--- src/rtl/sumlatch_uart_tx_pkg.sv ---
// Shared state encoding and UART framing constants for sumlatch_uart_tx.
// Optional 8E1 framing is enabled with the SUMLATCH_PARITY_EN macro.
package sumlatch_pkg;

  typedef enum logic [2:0] {
    IDLE   = 3'd0,
    START  = 3'd1,
    DATA   = 3'd2,
    PARITY = 3'd3,
    STOP   = 3'd4
  } tx_state_e;

  localparam int unsigned FRAME_DATA_BITS = 8;
  localparam logic        TX_IDLE         = 1'b1;
  localparam logic        START_BIT       = 1'b0;

endpackage

--- src/rtl/sumlatch_uart_tx_if.sv ---
// Operand/result/serial signal bundle between the pin wrapper and sumlatch_uart_tx.
interface sumlatch_uart_tx_if #(
  parameter int unsigned DATA_W = 8,
  parameter int unsigned SUM_W  = 16
) ();

  logic              ena;
  logic [DATA_W-1:0] op_a;
  logic [DATA_W-1:0] op_b;
  logic              mode;
  logic              latch;
  logic [SUM_W-1:0]  sum_q;
  logic              ovf;
  logic              busy;
  logic              tx;

  modport master (
    output ena, op_a, op_b, mode, latch,
    input  sum_q, ovf, busy, tx
  );

  modport slave (
    input  ena, op_a, op_b, mode, latch,
    output sum_q, ovf, busy, tx
  );

endinterface

--- src/rtl/sumlatch_uart_tx_byte.sv ---
// Single-byte UART serialiser (start, 8 data LSB first, optional even parity, stop).
// SUMLATCH_PARITY_EN inserts the PARITY bit between DATA and STOP.
module uart_tx_byte
  import sumlatch_pkg::*;
#(
  parameter int unsigned CLK_DIV = 434
) (
  input  logic       clk,
  input  logic       rst_n,
  input  logic       i_byte_valid,
  input  logic [7:0] i_byte_data,
  output logic       o_byte_ready_c,
  output logic       o_frame_done_c,
  output logic       o_tx
);

  localparam int unsigned CNT_W = (CLK_DIV > 2) ? $clog2(CLK_DIV) : 1;
  localparam int unsigned IDX_W = $clog2(FRAME_DATA_BITS);
  localparam logic [CNT_W-1:0] BAUD_LAST = CNT_W'(CLK_DIV - 1);
  localparam logic [IDX_W-1:0] IDX_LAST  = IDX_W'(FRAME_DATA_BITS - 1);

  tx_state_e                  r_state;
  logic [CNT_W-1:0]           r_baud_cnt;
  logic [IDX_W-1:0]           r_bit_idx;
  logic [FRAME_DATA_BITS-1:0] r_shift;
  logic                       r_tx;
`ifdef SUMLATCH_PARITY_EN
  logic                       r_parity;
`endif

  logic w_baud_end;
  logic w_frame_done;
  logic w_load;

  assign w_baud_end     = (r_baud_cnt == BAUD_LAST);
  assign w_frame_done   = (r_state == STOP) && w_baud_end;
  // Ready at the last stop cycle too, so consecutive frames run back to back.
  assign o_byte_ready_c = (r_state == IDLE) || w_frame_done;
  assign o_frame_done_c = w_frame_done;
  assign w_load         = o_byte_ready_c && i_byte_valid;
  assign o_tx           = r_tx;

  always_ff @(posedge clk) begin
    if (!rst_n) begin
      r_state    <= IDLE;
      r_baud_cnt <= '0;
      r_bit_idx  <= '0;
      r_shift    <= '0;
      r_tx       <= TX_IDLE;
`ifdef SUMLATCH_PARITY_EN
      r_parity   <= 1'b0;
`endif
    end else if (w_load) begin
      r_state    <= START;
      r_baud_cnt <= '0;
      r_bit_idx  <= '0;
      r_shift    <= i_byte_data;
      r_tx       <= START_BIT;
`ifdef SUMLATCH_PARITY_EN
      r_parity   <= ^i_byte_data;
`endif
    end else begin
      if (r_state != IDLE) begin
        r_baud_cnt <= w_baud_end ? '0 : r_baud_cnt + CNT_W'(1);
      end
      case (r_state)
        IDLE: begin
          r_tx <= TX_IDLE;
        end
        START: begin
          if (w_baud_end) begin
            r_state <= DATA;
            r_tx    <= r_shift[0];
          end
        end
        DATA: begin
          if (w_baud_end) begin
            if (r_bit_idx == IDX_LAST) begin
`ifdef SUMLATCH_PARITY_EN
              r_state <= PARITY;
              r_tx    <= r_parity;
`else
              r_state <= STOP;
              r_tx    <= TX_IDLE;
`endif
            end else begin
              r_bit_idx <= r_bit_idx + IDX_W'(1);
              r_shift   <= r_shift >> 1;
              r_tx      <= r_shift[1];
            end
          end
        end
`ifdef SUMLATCH_PARITY_EN
        PARITY: begin
          if (w_baud_end) begin
            r_state <= STOP;
            r_tx    <= TX_IDLE;
          end
        end
`endif
        STOP: begin
          if (w_baud_end) begin
            r_state <= IDLE;
            r_tx    <= TX_IDLE;
          end
        end
        default: begin
          r_state <= IDLE;
          r_tx    <= TX_IDLE;
        end
      endcase
    end
  end

endmodule

--- src/rtl/sumlatch_uart_tx.sv ---
// Latches a load sum or running accumulation and sends it LSB-byte-first over UART.
// Define SUMLATCH_PARITY_EN for 8E1 frames; default is 8N1.
module sumlatch_uart_tx
  import sumlatch_pkg::*;
#(
  parameter int unsigned DATA_W  = 8,
  parameter int unsigned SUM_W   = 16,
  parameter int unsigned CLK_DIV = 434
) (
  input  logic              clk,
  input  logic              rst_n,
  sumlatch_uart_tx_if.slave bus
);

  localparam int unsigned NBYTES = SUM_W / 8;
  localparam int unsigned LEFT_W = (NBYTES > 1) ? $clog2(NBYTES) : 1;

  logic              r_latch_d;
  logic [SUM_W-1:0]  r_sum;
  logic              r_ovf;
  logic              r_busy;
  logic [SUM_W-1:0]  r_snap;
  logic [LEFT_W-1:0] r_left;

  logic             w_accept;
  logic [SUM_W-1:0] w_load_sum;
  logic [SUM_W:0]   w_acc_sum;
  logic [SUM_W-1:0] w_result;
  logic             w_byte_valid;
  logic [7:0]       w_byte_data;
  logic             w_byte_ready;
  logic             w_frame_done;
  logic             w_tx;

  assign w_accept   = bus.latch && !r_latch_d && bus.ena && !r_busy;
  assign w_load_sum = SUM_W'(bus.op_a) + SUM_W'(bus.op_b);
  assign w_acc_sum  = {1'b0, r_sum} + (SUM_W + 1)'(bus.op_a);
  assign w_result   = bus.mode ? w_acc_sum[SUM_W-1:0] : w_load_sum;

  // Byte 0 goes straight from the fresh result so START begins the cycle after acceptance.
  assign w_byte_valid = w_accept || (r_busy && (r_left != '0));
  assign w_byte_data  = w_accept ? w_result[7:0] : r_snap[7:0];

  always_ff @(posedge clk) begin
    if (!rst_n) begin
      r_latch_d <= 1'b0;
      r_sum     <= '0;
      r_ovf     <= 1'b0;
      r_busy    <= 1'b0;
      r_snap    <= '0;
      r_left    <= '0;
    end else begin
      r_latch_d <= bus.latch;
      if (w_accept) begin
        r_sum  <= w_result;
        r_ovf  <= r_ovf | (bus.mode & w_acc_sum[SUM_W]);
        r_snap <= w_result >> 8;
        r_left <= LEFT_W'(NBYTES - 1);
        r_busy <= 1'b1;
      end else if (r_busy && w_frame_done) begin
        // Either hand over the next byte or finish after the final stop bit.
        if (r_left == '0) begin
          r_busy <= 1'b0;
        end else begin
          r_left <= r_left - LEFT_W'(1);
          r_snap <= r_snap >> 8;
        end
      end
    end
  end

  uart_tx_byte #(
    .CLK_DIV (CLK_DIV)
  ) u_tx_byte (
    .clk            (clk),
    .rst_n          (rst_n),
    .i_byte_valid   (w_byte_valid),
    .i_byte_data    (w_byte_data),
    .o_byte_ready_c (w_byte_ready),
    .o_frame_done_c (w_frame_done),
    .o_tx           (w_tx)
  );

  assign bus.sum_q = r_sum;
  assign bus.ovf   = r_ovf;
  assign bus.busy  = r_busy;
  assign bus.tx    = w_tx;

  logic w_unused;
  assign w_unused = w_byte_ready;

endmodule

--- src/flat_wrapper.sv ---
// flat-port wrapper written by rule: the top's interface ports become plain ports
module sumlatch_uart_tx_flat import sumlatch_pkg::*;
#(
  parameter int unsigned DATA_W  = 8,
  parameter int unsigned SUM_W   = 16,
  parameter int unsigned CLK_DIV = 434
)
  (clk, rst_n, bus_ena, bus_op_a, bus_op_b, bus_mode, bus_latch, bus_sum_q, bus_ovf, bus_busy, bus_tx);
  sumlatch_uart_tx_if #(.DATA_W(DATA_W), .SUM_W(SUM_W)) bus_i ();
  input  logic clk;
  input  logic rst_n;
  input wire logic [$bits(bus_i.ena)-1:0] bus_ena;
  input wire logic [$bits(bus_i.op_a)-1:0] bus_op_a;
  input wire logic [$bits(bus_i.op_b)-1:0] bus_op_b;
  input wire logic [$bits(bus_i.mode)-1:0] bus_mode;
  input wire logic [$bits(bus_i.latch)-1:0] bus_latch;
  output wire logic [$bits(bus_i.sum_q)-1:0] bus_sum_q;
  output wire logic [$bits(bus_i.ovf)-1:0] bus_ovf;
  output wire logic [$bits(bus_i.busy)-1:0] bus_busy;
  output wire logic [$bits(bus_i.tx)-1:0] bus_tx;
  assign bus_i.ena = bus_ena;
  assign bus_i.op_a = bus_op_a;
  assign bus_i.op_b = bus_op_b;
  assign bus_i.mode = bus_mode;
  assign bus_i.latch = bus_latch;
  assign bus_sum_q = bus_i.sum_q;
  assign bus_ovf = bus_i.ovf;
  assign bus_busy = bus_i.busy;
  assign bus_tx = bus_i.tx;
  sumlatch_uart_tx #(.DATA_W(DATA_W), .SUM_W(SUM_W), .CLK_DIV(CLK_DIV)) u_core (.clk(clk), .rst_n(rst_n), .bus(bus_i));
endmodule
--- config.mk ---
export PLATFORM = sky130hd
export DESIGN_NAME = sumlatch_uart_tx_flat
export DESIGN_NICKNAME = d
export VERILOG_FILES = /design/src/rtl/sumlatch_uart_tx_pkg.sv /design/src/rtl/sumlatch_uart_tx_if.sv /design/src/rtl/sumlatch_uart_tx_byte.sv /design/src/rtl/sumlatch_uart_tx.sv /design/src/flat_wrapper.sv
export SDC_FILE = /design/constraint.sdc
export NUM_CORES = 1
export LEC_CHECK = 0
export CORE_MARGIN = 3
export CORE_UTILIZATION = 25
export CTS_BUF_LIST = sky130_fd_sc_hd__clkbuf_4 sky130_fd_sc_hd__clkbuf_8
export CTS_CLUSTER_SIZE = 16
export DETAILED_ROUTE_END_ITERATION = 8
export HOLD_SLACK_MARGIN = 0.05
export SLEW_MARGIN = 20
export SYNTH_ARGS = -nofsm -noshare
export SYNTH_HDL_FRONTEND = slang
export SYNTH_SLANG_ARGS = --single-unit
--- constraint.sdc ---
create_clock -name clk -period 2.4 [get_ports clk]
set_input_delay 0.48 -clock clk [delete_from_list [all_inputs] [get_ports clk]]
set_output_delay 0.48 -clock clk [all_outputs]
set_load 0.01 [all_outputs]
==> impl_metrics.csv <==
group,metric,value,unit
outcome,outcome,"finished, final reports clean",
sta,max-slew-margin-rel,55.2,%
sta,worst_pin_slew,0.670,ns
logic_synthesis,post-synth-top-area-cell,"dfxtp_1",
logic_synthesis,yosys_most_used_dff,"dfxtp_1",
worst_setup_path,path_cells,"clkdlybuf4s50_1, ha_4, nand3_2, a211oi_2, o21ai_1, and2_4, or4_1, nand4_1",
floorplanning,ios,40,
clock_network,cts_root_buffer,"clkbuf_8",
place,portBuffers,39,
logic_synthesis,synth_cells,395,
floorplanning,start_util,25.7,%
logic_synthesis,syn_area,3250,um^2
cells_and_area,final_cells,636,
detailed_routing,wl_per_cell,13.2,um
logic_synthesis,ys_types,59,
detailed_routing,vias,3072,
floorplanning,dieArea,14400,um^2
sta,finalCriticalPeriod,2.35,ns
worst_setup_path,critPathSlowestCell,"or4_1",
cells_and_area,drive_above_1_share,16.6,%
sta,post-route-period-util,97.8,%
cells_and_area,area_growth,31.7,%
floorplanning,rows,41,
sta,tns,0,ns
logic_synthesis,yosys_warnings,0,
cells_and_area,num-nets-final,506,
clock_network,cts_inserted_buffers,5,
sta,max_freq,426,MHz
sta,finClkSkew,0.0191,ns
clock_network,cts_hold_buf,0,
worst_setup_path,r2r_setup_slack,0.10,ns
detailed_routing,avgViaCountPerCell,4.83,
logic_synthesis,ys_top_cells_by_area,"dfxtp_1 (32%), ha_1 (7.7%), o21ai_0 (5.1%)",
logic_synthesis,yosys_register_bits,52,
worst_setup_path,reg2reg_from,"u_core.bus.sum_q[0]",
place,place_ws,-0.522,ns
worst_hold_path,hold_class,"reg2reg",
run,drv_cap,0,
sta,rsz0062_at_grt,"true",
worst_hold_path,min-delay-start,"u_core.r_snap[4]",
clock_network,clk_pin_slew,0.08,ns
logic_synthesis,synth_nets,438,
global_routing,grt-ovfl-total,0,
pwr,ir_drop,0.222,mV
clock_network,clk_latency,0.30,ns
pwr,total_power,1.91,mW
worst_setup_path,cp.depth,8,
pwr,powerDensity,445,nW/um^2
floorplanning,coreArea,12700,um^2
detailed_routing,dr.first_iter.drc_count,134,
worst_setup_path,crit_required,2.63,ns
sta,maxSlewViolCount,0,
global_routing,antenna_found_initial,0,
floorplanning,die_y,120,um
worst_setup_path,critPathCapture,"u_core.bus.sum_q[15]",
detailed_routing,drtPass1Iterations,4,
global_routing,grt_pass1_vias,3039,
global_routing,grt_pass1_wl,14500,um
clock_network,cts_max_path_buffers,2,
logic_synthesis,synth_top_area_share,32.0,%
place,place_congestion,0.814,
clock_network,post_cts_buffers,0,
place,placed_cells,628,
cells_and_area,diodes,0,
floorplanning,die_w,120,um
detailed_routing,drcViolationCount,0,
detailed_routing,ant_nets,0,
place,dpl_cell_area,4130,um^2
global_routing,grt_start_max_net_pins,22,
worst_setup_path,r2r_cells,9,
worst_setup_path,start_kind,"input pin",
worst_setup_path,cp_max_fo,8,
worst_setup_path,worstSetupStartpoint,"bus_op_a[2]",
cells_and_area,fin_area,4280,um^2
sta,report.final.hold_viol_count,0,
logic_synthesis,synth_edf_count,0,
sta,finalSetupViolCount,0,
cells_and_area,num-fill-cells,1325,
worst_setup_path,path_buf_inv,1,
sta,timing.final.ws_setup,0.0519,ns
worst_setup_path,cp.arrival,2.58,ns
clock_network,ctsHtreeMaxLevel,2,
global_routing,grt.total_usage,11.8,%
logic_synthesis,seq_area_frac_synth,32.0,%
worst_setup_path,reg2reg_to,"u_core.r_snap[0]",
clock_network,cts_tree,"done",
worst_setup_path,crit_type,"in2reg",
worst_setup_path,worst_setup_path_end_kind,"flip-flop",
place,dp_hpwl,6460,um
worst_setup_path,slowest_delay,0.48,ns
clock_network,clock-sinks,52,
worst_setup_path,crit_family,"simple AND/OR/NAND/NOR gates",
logic_synthesis,async_flop_share,0,%
logic_synthesis,syn_area_per_cell,8.23,um^2
pwr,leakage,1.69,nW
detailed_routing,routed_wl,8410,um
[report_power, final]
part | internal (mW) | switching, mW | leakage, nW
clock | 0.220 | 0.292 | 0.0490
combinational | 0.242 | 0.238 | 1.22
sequential | 0.887 | 0.0285 | 0.422
total | 1.35 | 0.559 | 1.69
[state kept, by name, summed over array words and instances (netlist names)]
register	cells
u_core.u_tx_byte.o_tx	1
u_core.u_tx_byte.r_state	3
u_core.bus.sum_q	16
u_core.u_tx_byte.r_baud_cnt	9
u_core.r_snap	8
u_core.bus.ovf	1
u_core.u_tx_byte.r_bit_idx	3
u_core.u_tx_byte.r_shift	8
u_core.bus.busy	1
u_core.r_latch_d	1
u_core.r_left	1
[stage by stage]
stage,utilization [%],hold slack (ns)
floorplan,-,0.420
global placement,32.6,0.441
detailed placement,32.6,0.445
CTS,33.5,0.466
global route,33.8,0.488
finish,33.8,0.458
[routing by layer]
| metal | share of wire, % | vias to the layer above | track usage [%] |
|---|---|---|---|
| li1 | - | 1578 | - |
| met1 | 48 | 1462 | 16.0 |
| met2 | 50 | 30 | 20.5 |
| met3 | 2.0 | 2 | 1.93 |
| met4 | 0.15 | 0 | 1.15 |
| met5 | 0 | - | 0 |
[tightest hold or removal path: stages, from the launching register on]
cell     delay, ns
dfxtp_1       0.33
nand2_1       0.04
o21ai_0       0.05
[timing repair]
| item | in CTS | in global routing |
|---|---|---|
| setup endpoints to repair | 19 | 17 |
| resized for setup | 11 | 11 |
| pin swaps | 7 | 7 |
[area by class of cell]
| class | instances | area, um^2 | area share (%) |
|---|---|---|---|
| Clock inverter | 2 | 13.8 | 0.321 |
| Sequential cell | 52 | 1040 | 24.3 |
| Timing Repair Buffer | 83 | 728 | 17.0 |
| Tap cell | 172 | 215 | 5.02 |
| Inverter | 9 | 33.8 | 0.789 |
| Clock buffer | 6 | 76.3 | 1.78 |
| Multi-Input combinational cell | 312 | 2170 | 50.7 |
[placed cells by master, fill, tap and decap left out, types with 4 or more instances in the layout]
cell	n
nand3_1	21
buf_4	43
inv_1	9
a21oi_1	22
clkdlybuf4s50_1	35
nor2b_1	5
clkbuf_8	5
nor2_1	38
mux2i_1	11
o211ai_1	4
xor2_1	13
a31oi_1	5
nor3_1	4
dfxtp_1	51
xnor2_1	11
o21ai_0	32
and3_1	5
ha_1	16
nand4_1	15
nand2_1	34
a211oi_1	5
[synth_stat cells, types with 2 or more instances]
cell type and number:
o21ai_1 2, nand2b_1 3, o32ai_1 2, o2bb2ai_1 2, o31ai_1 2, or3_1 3, or4_1 3, nand4_1 15
xnor2_1 11, nand3_1 22, and3_1 5, o21ai_0 33, a31oi_1 5, a211oi_1 6, ha_1 20, xor2_1 13
a211o_1 2, nand3b_1 2, fa_1 2, inv_1 9, nand2_1 34, and2_1 2, nor3_1 4, o32a_1 3
nand2_2 2, a21oi_1 24, clkbuf_1 21, nor2b_1 5, nor2_1 38, mux2i_1 11, nor3b_1 2, o22a_1 2
o22ai_1 2, o211ai_1 4, a21o_1 3, o211a_1 2, dfxtp_1 52
[cell families (layout without fill, tap and decap cells)]
group,count (synthesis),in the layout,share of synthesized area [%]
flops,52,52,32.0
xor+xnor,24,24,6.46
simple gates,150,150,24.1
mux,13,13,4.19
fa+ha+maj,22,22,8.93
buf+inv,31,100,3.81
compound gates,103,103,20.5
[how the worst min path moves through the flow]
stage                                  end  slack, ns  cells past startpoint
after global routing      u_core.r_snap[7]       0.49                      2
after floorplan           u_core.r_snap[3]       0.42                      2
after CTS                 u_core.r_snap[4]       0.47                      2
after global placement    u_core.r_snap[4]       0.44                      2
final                     u_core.r_snap[4]       0.46                      2
after detailed placement  u_core.r_snap[4]       0.45                      2
No activity file was read; power rests on OpenSTA's default activity.
